File: src/rtl/sm4_pkg.sv
// Shared types and constants for the SM4 streaming front-end.
// Word 0 of a block is the most significant 32 bits.
package sm4_pkg;

    localparam int SM4_BLK_W  = 128;
    localparam int SM4_WORD_W = 32;
    localparam int SM4_WORDS  = 4;

    typedef enum logic [2:0] {
        ST_IDLE,
        ST_KEYEXP,
        ST_LOAD,
        ST_RUN,
        ST_DRAIN
    } sm4_stream_state_t;

    function automatic logic [SM4_BLK_W-1:0] sm4_put_word(
        input logic [SM4_BLK_W-1:0]  blk,
        input logic [1:0]            idx,
        input logic [SM4_WORD_W-1:0] w
    );
        logic [SM4_BLK_W-1:0] r;
        r = blk;
        r[SM4_BLK_W-1-SM4_WORD_W*int'(idx) -: SM4_WORD_W] = w;
        return r;
    endfunction

    function automatic logic [SM4_WORD_W-1:0] sm4_get_word(
        input logic [SM4_BLK_W-1:0] blk,
        input logic [1:0]           idx
    );
        return blk[SM4_BLK_W-1-SM4_WORD_W*int'(idx) -: SM4_WORD_W];
    endfunction

endpackage

File: src/rtl/sm4_stream_ctrl_if.sv
// 32-bit valid/ready word streams in (S) and out (M) of the SM4 front-end.
interface sm4_stream_ctrl_if;
    import sm4_pkg::*;

    logic [SM4_WORD_W-1:0] iS_data;
    logic                  iS_valid;
    logic                  oS_ready;
    logic [SM4_WORD_W-1:0] oM_data;
    logic                  oM_valid;
    logic                  iM_ready;

    modport slave (
        input  iS_data, iS_valid, iM_ready,
        output oS_ready, oM_data, oM_valid
    );

    modport master (
        output iS_data, iS_valid, iM_ready,
        input  oS_ready, oM_data, oM_valid
    );

endinterface

File: src/rtl/sm4_word_unpacker.sv
// Holds one 128-bit result and streams it out MSW first as four words.
// oDone pulses combinationally on the handshake of the last word.
module sm4_word_unpacker
    import sm4_pkg::*;
(
    input  logic                  iClk,
    input  logic                  iReset,
    input  logic                  iLoad,
    input  logic [SM4_BLK_W-1:0]  iResult,
    input  logic                  iM_ready,
    output logic [SM4_WORD_W-1:0] oM_data,
    output logic                  oM_valid,
    output logic                  oDone
);

    logic [SM4_BLK_W-1:0] res_q, res_d;
    logic [1:0]           idx_q, idx_d;
    logic                 vld_q, vld_d;

    always_comb begin
        res_d = res_q;
        idx_d = idx_q;
        vld_d = vld_q;
        oDone = 1'b0;
        if (iLoad) begin
            res_d = iResult;
            idx_d = 2'd0;
            vld_d = 1'b1;
        end else if (vld_q && iM_ready) begin
            idx_d = idx_q + 2'd1;
            if (idx_q == 2'(SM4_WORDS-1)) begin
                vld_d = 1'b0;
                oDone = 1'b1;
            end
        end
    end

    always_ff @(posedge iClk or posedge iReset) begin
        if (iReset) begin
            res_q <= '0;
            idx_q <= 2'd0;
            vld_q <= 1'b0;
        end else begin
            res_q <= res_d;
            idx_q <= idx_d;
            vld_q <= vld_d;
        end
    end

    assign oM_data  = sm4_get_word(res_q, idx_q);
    assign oM_valid = vld_q;

endmodule

File: src/rtl/sm4_stream_ctrl.sv
// Packs a word stream into SM4 blocks, sequences the core, unpacks results.
// Define SM4_STREAM_CBC_EN to add IV ports and CBC chaining.
module sm4_stream_ctrl
    import sm4_pkg::*;
#(
    parameter int CNT_W = 16
) (
    input  logic                 iClk,
    input  logic                 iReset,
`ifdef SM4_STREAM_CBC_EN
    input  logic [SM4_BLK_W-1:0] iIv,
    input  logic                 iIvLoad,
`endif
    input  logic [SM4_BLK_W-1:0] iKey,
    input  logic                 iKeyLoad,
    input  logic                 iMode,
    sm4_stream_ctrl_if.slave     sif,
    output logic [SM4_BLK_W-1:0] oCoreKey,
    output logic [SM4_BLK_W-1:0] oCoreData,
    output logic                 oCoreSel,
    output logic                 oKeyExpEn,
    output logic                 oEncDecEn,
    input  logic                 iKeyExpReady,
    input  logic                 iCoreReady,
    input  logic [SM4_BLK_W-1:0] iCoreResult,
    output logic                 oKeyValid,
    output logic                 oBusy,
    output logic [CNT_W-1:0]     oBlockCnt
);

    sm4_stream_state_t    state_q, state_d;
    logic [1:0]           widx_q, widx_d;
    logic [SM4_BLK_W-1:0] blk_q, blk_d;
    logic [SM4_BLK_W-1:0] key_q, key_d;
    logic [SM4_BLK_W-1:0] shadow_q, shadow_d;
    logic                 pend_q, pend_d;
    logic                 sel_q, sel_d;
    logic                 kv_q, kv_d;
    logic [CNT_W-1:0]     cnt_q, cnt_d;

    logic                 s_ready;
    logic                 s_hs;
    logic                 ld;
    logic                 enter_kx;
    logic                 drain_done;
    logic [SM4_BLK_W-1:0] res_in;

    // A pending key request must win over the first word of a new block.
    assign s_ready = (state_q == ST_LOAD) && !((widx_q == 2'd0) && pend_q);
    assign s_hs    = sif.iS_valid && s_ready;

    always_comb begin
        state_d  = state_q;
        widx_d   = widx_q;
        blk_d    = blk_q;
        key_d    = key_q;
        shadow_d = shadow_q;
        pend_d   = pend_q;
        sel_d    = sel_q;
        kv_d     = kv_q;
        cnt_d    = cnt_q;
        ld       = 1'b0;
        enter_kx = 1'b0;
        if (iKeyLoad) begin
            pend_d   = 1'b1;
            shadow_d = iKey;
        end
        unique case (state_q)
            ST_IDLE: begin
                if (pend_q) enter_kx = 1'b1;
            end
            ST_KEYEXP: begin
                if (iKeyExpReady) begin
                    kv_d    = 1'b1;
                    widx_d  = 2'd0;
                    state_d = ST_LOAD;
                end
            end
            ST_LOAD: begin
                if ((widx_q == 2'd0) && pend_q) begin
                    enter_kx = 1'b1;
                end else if (s_hs) begin
                    blk_d  = sm4_put_word(blk_q, widx_q, sif.iS_data);
                    widx_d = widx_q + 2'd1;
                    if (widx_q == 2'(SM4_WORDS-1)) begin
                        sel_d   = iMode;
                        state_d = ST_RUN;
                    end
                end
            end
            ST_RUN: begin
                if (iCoreReady) begin
                    ld      = 1'b1;
                    cnt_d   = cnt_q + 1'b1;
                    state_d = ST_DRAIN;
                end
            end
            ST_DRAIN: begin
                if (drain_done) begin
                    widx_d = 2'd0;
                    if (pend_q) enter_kx = 1'b1;
                    else        state_d = ST_LOAD;
                end
            end
            default: state_d = ST_IDLE;
        endcase
        // A pulse landing on the entry cycle stays pending for a re-run.
        if (enter_kx) begin
            state_d = ST_KEYEXP;
            key_d   = shadow_q;
            kv_d    = 1'b0;
            pend_d  = iKeyLoad;
        end
    end

    always_ff @(posedge iClk or posedge iReset) begin
        if (iReset) begin
            state_q  <= ST_IDLE;
            widx_q   <= 2'd0;
            blk_q    <= '0;
            key_q    <= '0;
            shadow_q <= '0;
            pend_q   <= 1'b0;
            sel_q    <= 1'b0;
            kv_q     <= 1'b0;
            cnt_q    <= '0;
        end else begin
            state_q  <= state_d;
            widx_q   <= widx_d;
            blk_q    <= blk_d;
            key_q    <= key_d;
            shadow_q <= shadow_d;
            pend_q   <= pend_d;
            sel_q    <= sel_d;
            kv_q     <= kv_d;
            cnt_q    <= cnt_d;
        end
    end

`ifdef SM4_STREAM_CBC_EN
    logic [SM4_BLK_W-1:0] chain_q, chain_d;
    logic                 iv_ok;

    assign iv_ok = (state_q == ST_IDLE) ||
                   ((state_q == ST_LOAD) && (widx_q == 2'd0));

    always_comb begin
        chain_d = chain_q;
        if ((state_q == ST_RUN) && iCoreReady) begin
            chain_d = sel_q ? blk_q : iCoreResult;
        end else if (iIvLoad && iv_ok) begin
            chain_d = iIv;
        end
    end

    always_ff @(posedge iClk or posedge iReset) begin
        if (iReset) chain_q <= '0;
        else        chain_q <= chain_d;
    end

    assign oCoreData = sel_q ? blk_q : (blk_q ^ chain_q);
    assign res_in    = sel_q ? (iCoreResult ^ chain_q) : iCoreResult;
`else
    assign oCoreData = blk_q;
    assign res_in    = iCoreResult;
`endif

    sm4_word_unpacker u_unpack (
        .iClk     (iClk),
        .iReset   (iReset),
        .iLoad    (ld),
        .iResult  (res_in),
        .iM_ready (sif.iM_ready),
        .oM_data  (sif.oM_data),
        .oM_valid (sif.oM_valid),
        .oDone    (drain_done)
    );

    assign sif.oS_ready = s_ready;
    assign oCoreKey     = key_q;
    assign oCoreSel     = sel_q;
    assign oKeyExpEn    = (state_q == ST_KEYEXP);
    assign oEncDecEn    = (state_q == ST_RUN);
    assign oKeyValid    = kv_q;
    assign oBusy        = (state_q != ST_IDLE);
    assign oBlockCnt    = cnt_q;

endmodule

File: src/flat_wrapper.sv
// flat-port wrapper written by rule: the top's interface ports become plain ports
module sm4_stream_ctrl_flat import sm4_pkg::*;
#(
    parameter int CNT_W = 16
)
  (iClk, iReset, iKey, iKeyLoad, iMode, oCoreKey, oCoreData, oCoreSel, oKeyExpEn, oEncDecEn, iKeyExpReady, iCoreReady, iCoreResult, oKeyValid, oBusy, oBlockCnt, sif_iS_data, sif_iS_valid, sif_iM_ready, sif_oS_ready, sif_oM_data, sif_oM_valid);
  sm4_stream_ctrl_if sif_i ();
  input  logic iClk;
  input  logic iReset;
  input  logic [SM4_BLK_W-1:0] iKey;
  input  logic iKeyLoad;
  input  logic iMode;
  output logic [SM4_BLK_W-1:0] oCoreKey;
  output logic [SM4_BLK_W-1:0] oCoreData;
  output logic oCoreSel;
  output logic oKeyExpEn;
  output logic oEncDecEn;
  input  logic iKeyExpReady;
  input  logic iCoreReady;
  input  logic [SM4_BLK_W-1:0] iCoreResult;
  output logic oKeyValid;
  output logic oBusy;
  output logic [CNT_W-1:0] oBlockCnt;
  input wire logic [$bits(sif_i.iS_data)-1:0] sif_iS_data;
  input wire logic [$bits(sif_i.iS_valid)-1:0] sif_iS_valid;
  input wire logic [$bits(sif_i.iM_ready)-1:0] sif_iM_ready;
  output wire logic [$bits(sif_i.oS_ready)-1:0] sif_oS_ready;
  output wire logic [$bits(sif_i.oM_data)-1:0] sif_oM_data;
  output wire logic [$bits(sif_i.oM_valid)-1:0] sif_oM_valid;
  assign sif_i.iS_data = sif_iS_data;
  assign sif_i.iS_valid = sif_iS_valid;
  assign sif_i.iM_ready = sif_iM_ready;
  assign sif_oS_ready = sif_i.oS_ready;
  assign sif_oM_data = sif_i.oM_data;
  assign sif_oM_valid = sif_i.oM_valid;
  sm4_stream_ctrl #(.CNT_W(CNT_W)) u_core (.iClk(iClk), .iReset(iReset), .iKey(iKey), .iKeyLoad(iKeyLoad), .iMode(iMode), .sif(sif_i), .oCoreKey(oCoreKey), .oCoreData(oCoreData), .oCoreSel(oCoreSel), .oKeyExpEn(oKeyExpEn), .oEncDecEn(oEncDecEn), .iKeyExpReady(iKeyExpReady), .iCoreReady(iCoreReady), .iCoreResult(iCoreResult), .oKeyValid(oKeyValid), .oBusy(oBusy), .oBlockCnt(oBlockCnt));
endmodule
File: config.mk
export PLATFORM = sky130hd
export DESIGN_NAME = sm4_stream_ctrl_flat
export DESIGN_NICKNAME = d
export VERILOG_FILES = /design/src/rtl/sm4_pkg.sv /design/src/rtl/sm4_stream_ctrl_if.sv /design/src/rtl/sm4_word_unpacker.sv /design/src/rtl/sm4_stream_ctrl.sv /design/src/flat_wrapper.sv
export SDC_FILE = /design/constraint.sdc
export NUM_CORES = 1
export LEC_CHECK = 0
export CORE_MARGIN = 4
export CORE_UTILIZATION = 35
export DETAILED_ROUTE_END_ITERATION = 12
export GPL_TIMING_DRIVEN = 0
export PLACE_DENSITY = 0.59
export SETUP_SLACK_MARGIN = 0.02
export SYNTH_ARGS = -nofsm -noshare
export SYNTH_HDL_FRONTEND = slang
export SYNTH_SLANG_ARGS = --single-unit
File: constraint.sdc
create_clock -name iClk -period 20.7 [get_ports iClk]
set_input_delay 2.07 -clock iClk [delete_from_list [all_inputs] [get_ports iClk]]
set_output_delay 2.07 -clock iClk [all_outputs]
set_load 0.01 [all_outputs]
; Yosys cells after proc, flatten, opt, wreduce, memory -nomap -nowiden
; Index checks and enable logic that the tools add are counted.
[totals]
regBits = 539
output_inout_bits = 311
wordCells = 95
input_bits = 296
[classes]
n_mux = 34
n_reduce_logical = 21
bitwise_logic = 1
addsub = 6
shifts = 3
eq_ne = 18
[ops]
columns = operator, n
row1 = $shift 32x33->159 const A, 1
row2 = $shiftx 159x8->32, 1
row3 = $shiftx 32x33->159, 1
row4 = $bwmux 128, 1
row5 = $neg 32->33, 1
row6 = $mux 3, 8
row7 = $add 16x1->16 const B, 1
row8 = $mux 1, 16
row9 = $sub 7x7->8 const A, 2
row10 = $pmux 3 s5, 1
row11 = $mux 2, 6
row12 = $ne 3x1->1 const B, 4
row13 = $reduce_bool 2->1, 5
row14 = $ne 2x1->1 const B, 4
row15 = $reduce_and 8->1, 1
row16 = $eq 3x2->1 const B, 2
row17 = $ne 3x2->1 const B, 2
row18 = $pmux 2 s3, 1
row19 = $reduce_and 2->1, 3
row20 = $reduce_bool 3->1, 2
row21 = $reduce_and 5->1, 1
row22 = $add 2x1->2 const B, 2
row23 = $eq 2x2->1 const B, 2
row24 = $logic_and 1x1->1, 4
row25 = other kinds (11), 11

; Longest topological paths before layout
; Gate-level depths: netlist of the first run.
[depth]
depth_word = 9
ltp_mapped = 9
depth_no_buf = 6

; Modules after synthesis
; From an unflattened synthesis of the first run, not the netlist that was laid out.
[unflattened]
cells_unflattened = 1532
hier_area_um2 = 21802.2
[by_module_without_submodules]
columns = mod, n_inst, seq_area_each_um2, area_per_inst_um2, cells_per_inst
row1 = sm4_stream_ctrl, 1, 10209.8, 16039.1, 1207
row2 = sm4_word_unpacker, 1, 3278.1, 5763.0, 325

; Least setup slack after synthesis of the first run
; Ideal clock, no wire load.
[synth_path]
kind = reg2out
startpoint = register u_core.u_unpack.idx_q[0]
endpoint = output sif_oM_data[0]
arrival_ps = 1486
setup_slack_ps = 17144
n_path_buf = 2
required_ps = 18630
path_stages_with_launch = 4
path_cell_list = dfrtp_1 clkbuf_1 buf_2 mux4_2
[synth_via]
elab_chain_len = 2
[synth_rtl]
columns = item, line_no
row1 = start: declaration, sm4_word_unpacker.sv:17  ; logic [1:0] idx_q, idx_d;
row2 = start signal: assignment, sm4_word_unpacker.sv:45  ; idx_q <= idx_d;
row3 = $sub 7x7->8, sm4_pkg.sv:32  ; return blk[SM4_BLK_W-1-SM4_WORD_W*int'(idx) -: SM4_WORD_W];
row4 = $shiftx 159x8->32, sm4_pkg.sv:32
row5 = end: declaration, flat_wrapper.sv:28  ; output wire logic [$bits(sif_i.oM_data)-1:0] sif_oM_data;
; No other way between the ends.

; Worst setup path after layout of the first run
[layout_path]
startpoint = register u_core.u_unpack.idx_q[0]
endpoint = output sif_oM_data[29]
; The elaborated chain is that of the path after synthesis.

==> results of run 1 <==
[power groups by stage]
stage | Sequential [µW] | Combinational, µW | Clock [µW]
after CTS | 1680 | 1750 | 1050
after detailed placement | 1690 | 1740 | 0
after global routing | 1730 | 1850 | 1090
final | 1680 | 1720 | 1030
after global placement | 1680 | 1720 | 0
after floorplan | 1740 | 719 | 0
[kinds of logic (layout without fill, tap and decap cells)]
kind of cell             Yosys count  in the layout  synth area share
buffers and inverters            210            925            0.0419
AO/OA/AOI/OAI                    107            107            0.0257
other                              0              5                 0
XOR/XNOR                          16             16           0.00653
flip-flops                       539            539             0.628
multiplexers                     290            290             0.169
adder cells (fa/ha/maj)            6              6           0.00350
AND/OR/NAND/NOR                  638            638             0.125
[worst register-to-register path, stage by stage, from the launching register on]
cell and delay, ns:
dfrtp_1 0.44, inv_1 0.16, ha_1 0.21, inv_1 0.05, o21ai_1 0.15, and4b_1 0.21, clkbuf_1 0.44, buf_2 0.38
buf_2 0.41, mux2_2 0.38
[area by class of cell]
class	instances	area [µm²]
Antenna cell	5	12.5
Buffer	109	519
Clock buffer	88	1710
Clock inverter	18	186
Fill cell	5439	30100
Inverter	101	387
Multi-Input combinational cell	1057	7080
Sequential cell	539	13500
Tap cell	782	978
Timing Repair Buffer	609	6170
[state kept, by name, summed over array words and instances (netlist names)]
| name | flops |
|---|---|
| u_core.oCoreData | 128 |
| u_core.oCoreKey | 128 |
| u_core.shadow_q | 128 |
| u_core.u_unpack.res_q | 128 |
| u_core.oBlockCnt | 16 |
| u_core.state_q | 3 |
| u_core.u_unpack.idx_q | 2 |
| u_core.widx_q | 2 |
| u_core.oCoreSel | 1 |
| u_core.oKeyValid | 1 |
| u_core.pend_q | 1 |
| u_core.u_unpack.oM_valid | 1 |
[stage by stage]
step | util | hold slack (ns) | instance area, µm² | setup WS [ns] | TNS, ns
after global placement | 0.470 | 0.450 | 28500 | -2.52 | -1311.89
after detailed placement | 0.472 | 0.456 | 28600 | 15.71 | 0
final | 0.504 | 0.469 | 30500 | 15.66 | 0
after floorplan | - | 0.440 | 21500 | 3.56 | 0
after CTS | 0.504 | 0.469 | 30500 | 15.63 | 0
after global routing | 0.504 | 0.488 | 30500 | 15.53 | 0
[metal layers]
| metal | up-vias | wire, µm | track usage |
|---|---|---|---|
| li1 | 7316 | - | - |
| met1 | 8107 | 27400 | 0.253 |
| met2 | 548 | 35400 | 0.363 |
| met3 | 116 | 6090 | 0.0730 |
| met4 | 10 | 1890 | 0.0588 |
| met5 | - | 62 | 0 |
[placed cells by master, fill, tap and decap left out, types with 6 or more instances in the layout]
| master | instances |
|---|---|
| buf_2 | 40 |
| buf_4 | 8 |
| clkbuf_1 | 68 |
| clkbuf_16 | 58 |
| clkbuf_8 | 15 |
| clkdlybuf4s50_1 | 605 |
| clkinv_2 | 11 |
| dfrtp_1 | 539 |
| ha_1 | 6 |
| inv_1 | 100 |
| mux2_2 | 256 |
| mux4_2 | 32 |
| nand2_1 | 466 |
| nand3_1 | 133 |
| nor2_1 | 8 |
| o21ai_1 | 96 |
| xnor2_1 | 12 |
[worst max-delay path by stage]
stage | end | slack, ns | cells past startpoint
finish | sif_oM_data[29] | 15.66 | 4
global route | sif_oM_data[2] | 15.53 | 4
CTS | sif_oM_data[2] | 15.63 | 4
detailed placement | u_core.oCoreKey[5] | 15.71 | 8
global placement | u_core.oCoreData[78] | -2.52 | 2
floorplan | u_core.oBlockCnt[0] | 3.56 | 1
==> results.txt, run 1 <==
The actual slew at the worst max-slew pin is 1.04 ns. The worst reg2reg path endpoint is u_core.oCoreKey[5]. The largest vdd supply drop is between 80 and 90 µV. The final clock period utilization by the worst path came out at 0.243. The synthesized netlist net count is ~2100. The number of DRC violations after detailed routing came out at 0.

The worst reg-to-reg setup slack came out at 17.77 ns. The final layout contains between 2000 and 3000 nets. The clock power share came out at 0.231. The synthesized flop and latch total is between 500 and 600.

The critical path start-end classification is register to output port. The signal on the critical path passes through clkbuf_1 > buf_2 > mux4_2 > clkdlybuf4s50_1. The number of I/O port buffers came out at 605. The minimum clock period after layout came out at approximately 5 ns. The number of DRC markers in iteration 0 came out at 829.

For this block, the routed nets add up to 70.8 mm of wire. The run finished with clean final reports. Of the synthesized area, sequential elements account for 0.628. The via density per instance is 4.87. The worst register-to-register path begins at u_core.widx_q[0]. The wire length of the first global-routing pass came out at 108 mm. In this run the worst path has a maximum fanout of 10. The most critical setup path has its startpoint at u_core.u_unpack.idx_q[0]. The TritonCTS clock tree is done. The buffer cell driving the clock tree root is clkbuf_16. STA puts the critical path data required time at 18.63 ns.

In this run the core area contains 90 standard-cell rows. The hold path endpoint is u_core.oCoreData[104]. The detailed placer's ending HPWL is 53.5 mm. The clock insertion delay at the later pin of the skew report is slightly above 0.6 ns. The internal power is 2990 µW. The final antenna-violating net count is 0. The core footprint is between 60000 and 70000 µm². The worst slew slack as a fraction of its limit came out at 0.304. The highest achievable clock rate came out at 0.198 GHz. Clock tree synthesis inserted a total of 58 buffers. The synthesis-to-finish area growth came out at 42.2%. Counting both buffers and inverters, the worst setup path holds a total of 3. The critical path's top delay family is buffers and inverters. The commonest cells after synthesis are 539 x dfrtp_1, 466 x nand2_1, 256 x mux2_2. In this run the number of H-tree levels came out at 2.

The average instance in the mapped netlist occupies between 10 and 15 µm². Of the total power, the share spent switching nets is 0.325. The number of hold violations in the final report came out at 0. The number of different library cells used by synthesis comes to between 40 and 50. The area of the die came out at 65400 µm².

The power density of the placed cells is 145 nW/µm². The total setup violations reported at the end of the flow is 0. The total power is 4430 µW. The clock net sink count came out at between 500 and 600.

By area the synthesized netlist is led by dfrtp_1 63%, mux2_2 13%, nand2_1 8.1%, mux4_2 3.4%, nand3_1 3.1%. The final count of pins violating max slew is 0. The total congestion overflow came out at 0. The total of max-cap violations came out at 0. The clock-pin slew reported for the worst setup and hold paths after clock tree synthesis is 0.06 ns. The final setup skew is about 0.034 ns. The number of global-route vias before repair came out at 17345.

The maximum clock insertion buffer count is 3. The initial antenna violation count came out at 11. The combinational cell fraction of total power is 0.389. The total global routing track utilization came out at 0.211.

The kind of end point of the critical path is an output port. The post-cts repair resize count came out at 0. The hold-fix buffer count after cts is 0.

The number of placed instances with taps included is 3197. In the synthesized netlist, the number of instances is 1806. Along the worst hold path, the cell count comes to 2. The relative contribution of sequential cells to total power is 0.380. The vertical die dimension came out at approximately 260 µm.

The area share of the leading cell type in the synthesized netlist came out at 0.628. The number of synthesized flops with an enable pin is 0. The average wire per cell in the routed design is 21.4 µm. Among all cell types in the netlist, the one instantiated most often is dfrtp_1. Summed over all nets, the switching power comes to 1440 µW. For this run, the leading register cell type out of synthesis is dfrtp_1.

In the final layout, the share of cells above drive strength 1 is 0.175. The initial core utilization is 0.354. The delay contributed by the slowest stage of the critical path came out at 0.57 ns. The first detailed-routing pass took 5 iterations. The synthesized design spends more area on one cell type than any other, namely dfrtp_1. The number of warnings reported in the yosys synthesis log came out at 0. The worst hold path belongs to the class register to register. The share of async-settable or async-resettable flops after synthesis came out at 1.00.

The horizontal die dimension came out at 256 µm. The pin count of the biggest net entering global routing came out at between 100 and 150. The global placement routability congestion came out at approximately 0.86. The number of buffers inserted by post-CTS setup repair came out at 0. Summed over all cells, the static leakage comes to 0.0138 µW. The data arrival at the endpoint of the critical path is 2.97 ns. Across all layers, the routed design uses approximately 16000 vias. The number of cells traversed by the worst register-to-register path is 9. STA classifies the critical path startpoint as a register. Leaving out filler cells and counting taps, the final layout contains 3308.

The top-level port count is 607. The cell area after technology mapping is 21500 µm². The worst hold path begins at u_core.oCoreData[104]. The slowest stage of the critical path belongs to the cell clkdlybuf4s50_1.

Setup repair after global routing left no endpoint under its margin.
No activity file was read; power rests on OpenSTA's default activity.
==> inputs of run 2 (changes only) <==
Settings changed: PLACE_DENSITY 0.59 to 0.61.
Clock period 20.7 ns to 4.42 ns, I/O delays scaled along.
==> run 2 against run 1 <==
- highest routed layer unchanged
- first-iteration DRC count decreased by 3.9%
- critical endpoint is now sif_oM_data[28]
- count of clock-buffer cells in the layout decreased by 5
- die area unchanged
- core utilization increased by 0.77 points
==> results.txt, run 2 (synthesis results as in run 1) <==
The wire length of the first global-routing pass is 110 mm (+2.0%). The initial antenna violation count is 20 (+9). The final count of pins violating max slew was 0 (unchanged). The maximum clock insertion buffer count came out at 3 (unchanged). The setup TNS came out at 0 ns (unchanged). The number of nets in the layout came to 2788 (+0.40%).

The core footprint came to 60600 µm² (unchanged). The internal power came out at 14500 µW (+390%). The total of max-cap violations was 0 (unchanged). The average wire per cell in the routed design came out at 21.6 µm (+0.69%). Counting I/O delays and the setup requirement, the final critical path takes 3.36 ns. The overall via count from detail_route came out at 16143 (+0.29%). The highest net fanout along the worst path came to 10 (unchanged). The number of DRC violations after detailed routing is 0 (unchanged). The data arrival at the endpoint of the critical path was 2.92 ns (-0.05 ns). The clock net sink count is 539 (unchanged). The count of H-tree levels built during CTS was 2 (unchanged). The final antenna-violating net count is 0 (unchanged). The number of hold violations in the final report came out at 0 (unchanged). The final clock period utilization by the worst path is 0.761.

The filler cell count in the final layout came out at 5363 (-1.4%). The total congestion overflow is 0 (unchanged). The run finished with clean final reports. The data required time of the critical path came to 3.98 ns (-14.65 ns). The vertical die dimension is 256 µm (unchanged). The delay contributed by the slowest stage of the critical path came out at 0.57 ns (about the same). From synthesis to final layout, the design area changed by 44.4%.

The proportion of total power due to net switching is 0.319 (-0.00535). The worst setup path is launched from a register. The tree is rooted in a clkbuf_16. The worst slew slack as a fraction of its limit is 0.398 (+0.0939). Setup repair after global routing left no endpoint under its margin. The worst hold path belongs to the class primary input to async pin. Leaving out fill and tap cells, the most frequent cell in the layout is clkdlybuf4s50_1. The clock insertion delay at the later pin of the skew report came out at 0.62 ns (about the same). The clock power share is 0.252 (+0.021). The largest vdd supply drop came out at 367 µV (+340%).

The critical path is of the register to output port type. The number of I/O port buffers is 605 (unchanged). The post-cts repair resize count came out at 0 (unchanged). The sum of routed wire length over all layers came to 71.8 mm (+1.4%). The total clock buffers created by CTS came to 58 (unchanged). The number of optimization iterations in the first detailed-route pass came out at 5 (unchanged). The clock-pin slew reported for the worst setup and hold paths after clock tree synthesis is 0.06 ns (about the same). The floorplan row count came out at 90 (unchanged). The leakage power total was 0.0140 µW (+1.5%). The total setup violations reported at the end of the flow came to 0 (unchanged). The number of buffers inserted by post-CTS setup repair is 0 (unchanged). The top-level port count is 607 (unchanged). The detailed placer's ending HPWL is 55.3 mm (+3.3%). The pin count of the biggest net entering global routing is 46 (-64%).

The power density of the placed cells is 688 nW/µm² (+370%). The minimum setup slack after placement is 1.22 ns (-14.49 ns). The horizontal die dimension came to 256 µm (unchanged). The total global routing track utilization was 0.216 (+0.00450). The largest individual stage delay along the critical path comes from the cell clkdlybuf4s50_1.

The number of DRC markers in iteration 0 was 797 (-3.9%). The actual slew at the worst max-slew pin came out at 0.903 ns (-0.141 ns). TritonCTS built the clock tree. The number of global-route vias before repair is 17750 (+2.3%). The critical path goes through clkbuf_1 > buf_2 > mux4_2 > clkdlybuf4s50_1.

The initial core utilization came to 0.354 (unchanged). The highest achievable clock rate is 0.297 GHz. The relative contribution of sequential cells to total power came to 0.368 (-0.012). The worst reg-to-reg setup slack is 1.61 ns (-16.16 ns). The area of the die came to 65400 µm² (unchanged).

The final setup skew came out at 0.0191 ns (-0.0154 ns). The worst setup path is captured at an output port. The power spent charging and discharging nets is 6810 µW (+370%). The smallest setup slack after layout came out at 1.06 ns (-14.60 ns). The share of final-layout standard cells stronger than drive strength 1 is 0.183 (+0.00843). The combinational cell fraction of total power came to 0.380 (-0.009).

The via density per instance came out at 4.85 (-0.38%). In the layout the commonest cells are 605 x clkdlybuf4s50_1, 539 x dfrtp_1, 466 x nand2_1, 256 x mux2_2, 133 x nand3_1. The hold-fix buffer count after cts came to 0 (unchanged). The global placement routability congestion is 0.882 (+3.1%).
-- run 2: cell types whose count changed in the layout (fill, tap and decap cells not counted), sizes merged --
| cell | previous run | this run |
|---|---|---|
| inv | 102 | 104 |
| buf | 60 | 71 |
| bufinv | 2 | 9 |
| clkinv | 14 | 11 |
| diode | 5 | 12 |
| clkinvlp | 1 | 4 |
| clkbuf | 141 | 136 |
-- run 2: final cells by class --
class | count | area [µm²] | area share
plain buffers | 109 | 519 | 0.0168
clock buffers | 83 | 1740 | 0.0560
diodes | 12 | 30.0 | 0.000969
multi-input cells | 1057 | 7080 | 0.228
flip-flops and latches | 539 | 13500 | 0.435
well taps | 782 | 978 | 0.0316
repair buffers | 620 | 6360 | 0.205
inverters | 101 | 383 | 0.0124
clock inverters | 27 | 419 | 0.0135
-- run 2: worst max-delay path: cells and delay by family (launching register included) --
family / cells / cell delay [ns]
buffers and inverters: 3 / 1.38
DFF: 1 / 0.35
muxes: 1 / 0.56
-- run 2: path summary, 6_finish.rpt --
| path | startpoint | end | depth (start not counted) |
|---|---|---|---|
| max | u_core.u_unpack.idx_q[0] | sif_oM_data[28] | 4 |
| min | iReset | u_core.oCoreData[23] | 2 |
| max reg2reg | u_core.widx_q[0] | u_core.oCoreKey[72] | 9 |
| min reg2reg | u_core.oCoreData[108] | u_core.oCoreData[108] | 2 |
| max in group asynchronous | iReset | u_core.oCoreKey[46] | 6 |
| min in group iClk | iCoreResult[105] | u_core.u_unpack.res_q[105] | 3 |
-- run 2: metal layers --
layer | GRT usage | part of all wire | routed length, µm
met2 | 0.374 | 0.50 | 36100
met5 | 0 | 0.0014 | 100
met4 | 0.0681 | 0.032 | 2270
met3 | 0.0739 | 0.082 | 5920
met1 | 0.253 | 0.38 | 27400
-- run 2: power by group through the flow --
stage / logic [µW] / clock network [µW] / registers [µW]
6_report: 8100 / 5370 / 7850
5_1_grt: 8710 / 5720 / 8070
4_1_cts: 8230 / 5510 / 7850
3_5_place_dp: 8180 / 0 / 7890
3_3_place_gp: 8050 / 0 / 7830
2_1_floorplan: 3370 / 0 / 8170
-- run 2: metrics by stage --
step,cell area (µm²),instances,utilization,power [µW],hold WS (ns)
after floorplan,21500,1806,-,11500,0.440
after global placement,28500,3193,0.470,15900,0.451
after detailed placement,28800,3208,0.476,16100,0.456
after CTS,31000,3318,0.511,21600,0.183
after global routing,31000,3326,0.511,22500,0.219
final,31000,3330,0.512,21300,0.220
==> inputs of run 3 (changes only) <==
Settings changed: PLACE_DENSITY 0.61 to 0.59.
Clock period 4.42 ns to 3.5 ns, I/O delays scaled along.
==> run 3 against run 2 <==
- combinational power grew 26%
- sequential power up 27%
- setup slack got worse by 0.81 ns
- core utilization down 0.42 points
- cell count down 0.27%
- count of clock-buffer cells in the layout is 4 higher
- critical path type unchanged
- critical endpoint is now sif_oM_data[19]
==> results.txt, run 3 (synthesis results as in run 1) <==
The number of global-route vias before repair came out at 17562 (-1.1%). The detailed placer's ending HPWL was 54.9 mm (-0.69%). The post-cts repair resize count is 0 (unchanged). The synthesis-to-finish area growth came out at 43.2%. The worst register-to-register path ends at u_core.oCoreKey[12]. TritonCTS built the clock tree.

The largest vdd supply drop is 446 µV (+22%). The initial core utilization came out at 0.354 (unchanged). The sum of routed wire length over all layers came out at 71.1 mm (-0.99%). The total area of sequential cells is 13500 µm² (unchanged). The worst setup path is captured at an output port. The total congestion overflow came to 0 (unchanged). The path class of the tightest hold or removal check is primary input to async pin. The critical path's top delay family is buffers and inverters. The core occupancy in the finished layout is 0.507 (-0.00423). The total setup violations reported at the end of the flow is 0 (unchanged).

The wire length on met3 came out at 6.11 mm (+3.2%). The number of DRC markers in iteration 0 came out at 738 (-7.4%). The worst reg-to-reg setup slack came to 0.65 ns (-0.96 ns). The leakage power total came to 0.0139 µW (-0.85%). The horizontal die dimension came out at 256 µm (unchanged). The number of DRC violations after detailed routing came out at 0 (unchanged). The delay contributed by the slowest stage of the critical path came out at 0.60 ns (+0.03 ns). The sum of routed wire segments on met1 was 26.9 mm (-1.9%). The top cell types in the final layout, fill and taps aside, are 605 x clkdlybuf4s50_1, 539 x dfrtp_1, 466 x nand2_1, 256 x mux2_2, 133 x nand3_1. The highest routing layer actually used is met5.

The count of H-tree levels built during CTS came to 2 (unchanged). The final clock period utilization by the worst path came out at 0.929. The number of nets in the layout came out at 2788 (unchanged). The highest net fanout along the worst path came out at 10 (unchanged). The final count of pins violating max slew came out at 0 (unchanged). The final antenna-violating net count is 0 (unchanged). The top-level port count is 607 (unchanged).

The area of the die came out at 65400 µm² (unchanged). The startpoint identified for the worst register-to-register timing path is u_core.widx_q[0]. The highest achievable clock rate came out at ~0.31 GHz. The critical path start-end classification is register to output port.

The total clock buffers created by CTS is 58 (unchanged). The filler cell count in the final layout is 5383 (+0.37%). Among all stages on the critical path, the largest delay is contributed by mux4_2. The maximum clock insertion buffer count came to 3 (unchanged). The total global routing track utilization was 0.213 (-0.00286). Setup repair after global routing left no endpoint under its margin.

The clock insertion delay at the later pin of the skew report is 0.63 ns (about the same). The via density per instance is 4.86 (+0.21%). The number of cells traversed by the worst register-to-register path came out at 9 (unchanged). The clock-pin slew reported for the worst setup and hold paths after clock tree synthesis came out at 0.06 ns (about the same). The vertical die dimension is 256 µm (unchanged). The power density of the placed cells is 856 nW/µm² (+24%). The average wire per cell in the routed design was 21.4 µm (-0.73%). The total of max-cap violations is 0 (unchanged). The smallest setup slack after layout was 0.249 ns (-0.809 ns).

Leaving out fill and tap cells, the most frequent cell in the layout is clkdlybuf4s50_1. The clock net sink count was 539 (unchanged). The number of I/O port buffers is 605 (unchanged). The share of final-layout standard cells stronger than drive strength 1 came out at 0.178 (-0.00517). The setup TNS is 0 ns (unchanged). The minimum clock period after layout is 3.25 ns. The hold-fix buffer count after cts is 0 (unchanged). The number of buffers inserted by post-CTS setup repair is 0 (unchanged). The number of buffers and inverters on the critical path came out at 3 (unchanged). The number of hold violations in the final report is 0 (unchanged).

The tree is rooted in a clkbuf_16. STA classifies the critical path startpoint as a register. Walking the worst path, the cells encountered are clkbuf_1 > buf_2 > mux4_2 > clkdlybuf4s50_1. The overall via count from detail_route came to 16133 (-0.062%).

The core footprint is 60600 µm² (unchanged). The flow ran to the end, and the final reports show no timing, DRC or antenna violations. The met2 routed wirelength came out at 35.6 mm (-1.5%).

The number of optimization iterations in the first detailed-route pass is 6 (+1). The area of combinational cells with multiple inputs came out at 7080 µm² (unchanged). The minimum setup slack after placement came to 0.390 ns (-0.829 ns). The data arrival at the endpoint of the critical path came out at 2.90 ns (-0.02 ns).

The data required time of the critical path was 3.15 ns (-0.83 ns). The final setup skew is 0.0316 ns (+0.0125 ns). The global placement routability congestion came out at 0.908 (+2.9%).

The wire length of the first global-routing pass came out at 108 mm (-1.5%). The floorplan row count is 90 (unchanged). The initial antenna violation count was 15 (-25%). The pin count of the biggest net entering global routing is 43 (-6.5%). The worst slew slack as a fraction of its limit is 0.445 (+0.0469).

The actual slew at the worst max-slew pin is 0.833 ns (-0.0703 ns).
[run 3: worst reg2reg max path, cell delays in order (launching register included)]
cell,delay (ns)
dfrtp_1,0.44
inv_1,0.17
ha_1,0.21
inv_1,0.05
o21ai_1,0.14
and4b_1,0.24
clkbuf_1,0.33
buf_2,0.41
buf_2,0.37
mux2_2,0.38
[run 3: area by class of cell]
type	count	share of cell area
buffer	109	0.0169
clock buffer	87	0.0553
sequential	539	0.439
clock inverter	18	0.00700
inverter	101	0.0125
timing repair buffer	620	0.207
antenna	8	0.000651
multi-input combinational	1057	0.230
tap	782	0.0318
[run 3: layer usage]
metal,vias to the layer above,global-route usage
met2,552,0.369
met5,-,0
met1,8093,0.247
li1,7346,-
met4,12,0.0733
met3,130,0.0727
[run 3: metrics by stage]
step / cell area [µm²] / hold WS [ns] / power, µW / std cells
after floorplan: 21500 / 0.440 / 14600 / 1806
after global placement: 28500 / 0.451 / 20100 / 3193
after detailed placement: 28800 / 0.455 / 20300 / 3208
after CTS: 30700 / 0.156 / 26600 / 3313
after global routing: 30700 / 0.199 / 27800 / 3320
final: 30700 / 0.178 / 26300 / 3321
[run 3: report_power, final]
part	total (µW)	switching [µW]	internal (µW)
logic	10200	4610	5620
registers	9940	1370	8570
clock network	6130	2550	3580
total	26300	8530	17800
[run 3: how the worst max path moves through the flow]
stage | from | to | slack (ns) | depth (start not counted)
after floorplan | iReset | u_core.oBlockCnt[0] | -4.18 | 1
after global placement | iReset | u_core.oCoreData[105] | -7.49 | 2
after detailed placement | sif_iM_ready | u_core.oCoreKey[10] | 0.39 | 8
after CTS | u_core.u_unpack.idx_q[0] | sif_oM_data[9] | 0.13 | 4
after global routing | u_core.u_unpack.idx_q[0] | sif_oM_data[19] | 0.07 | 4
final | u_core.u_unpack.idx_q[0] | sif_oM_data[19] | 0.25 | 4
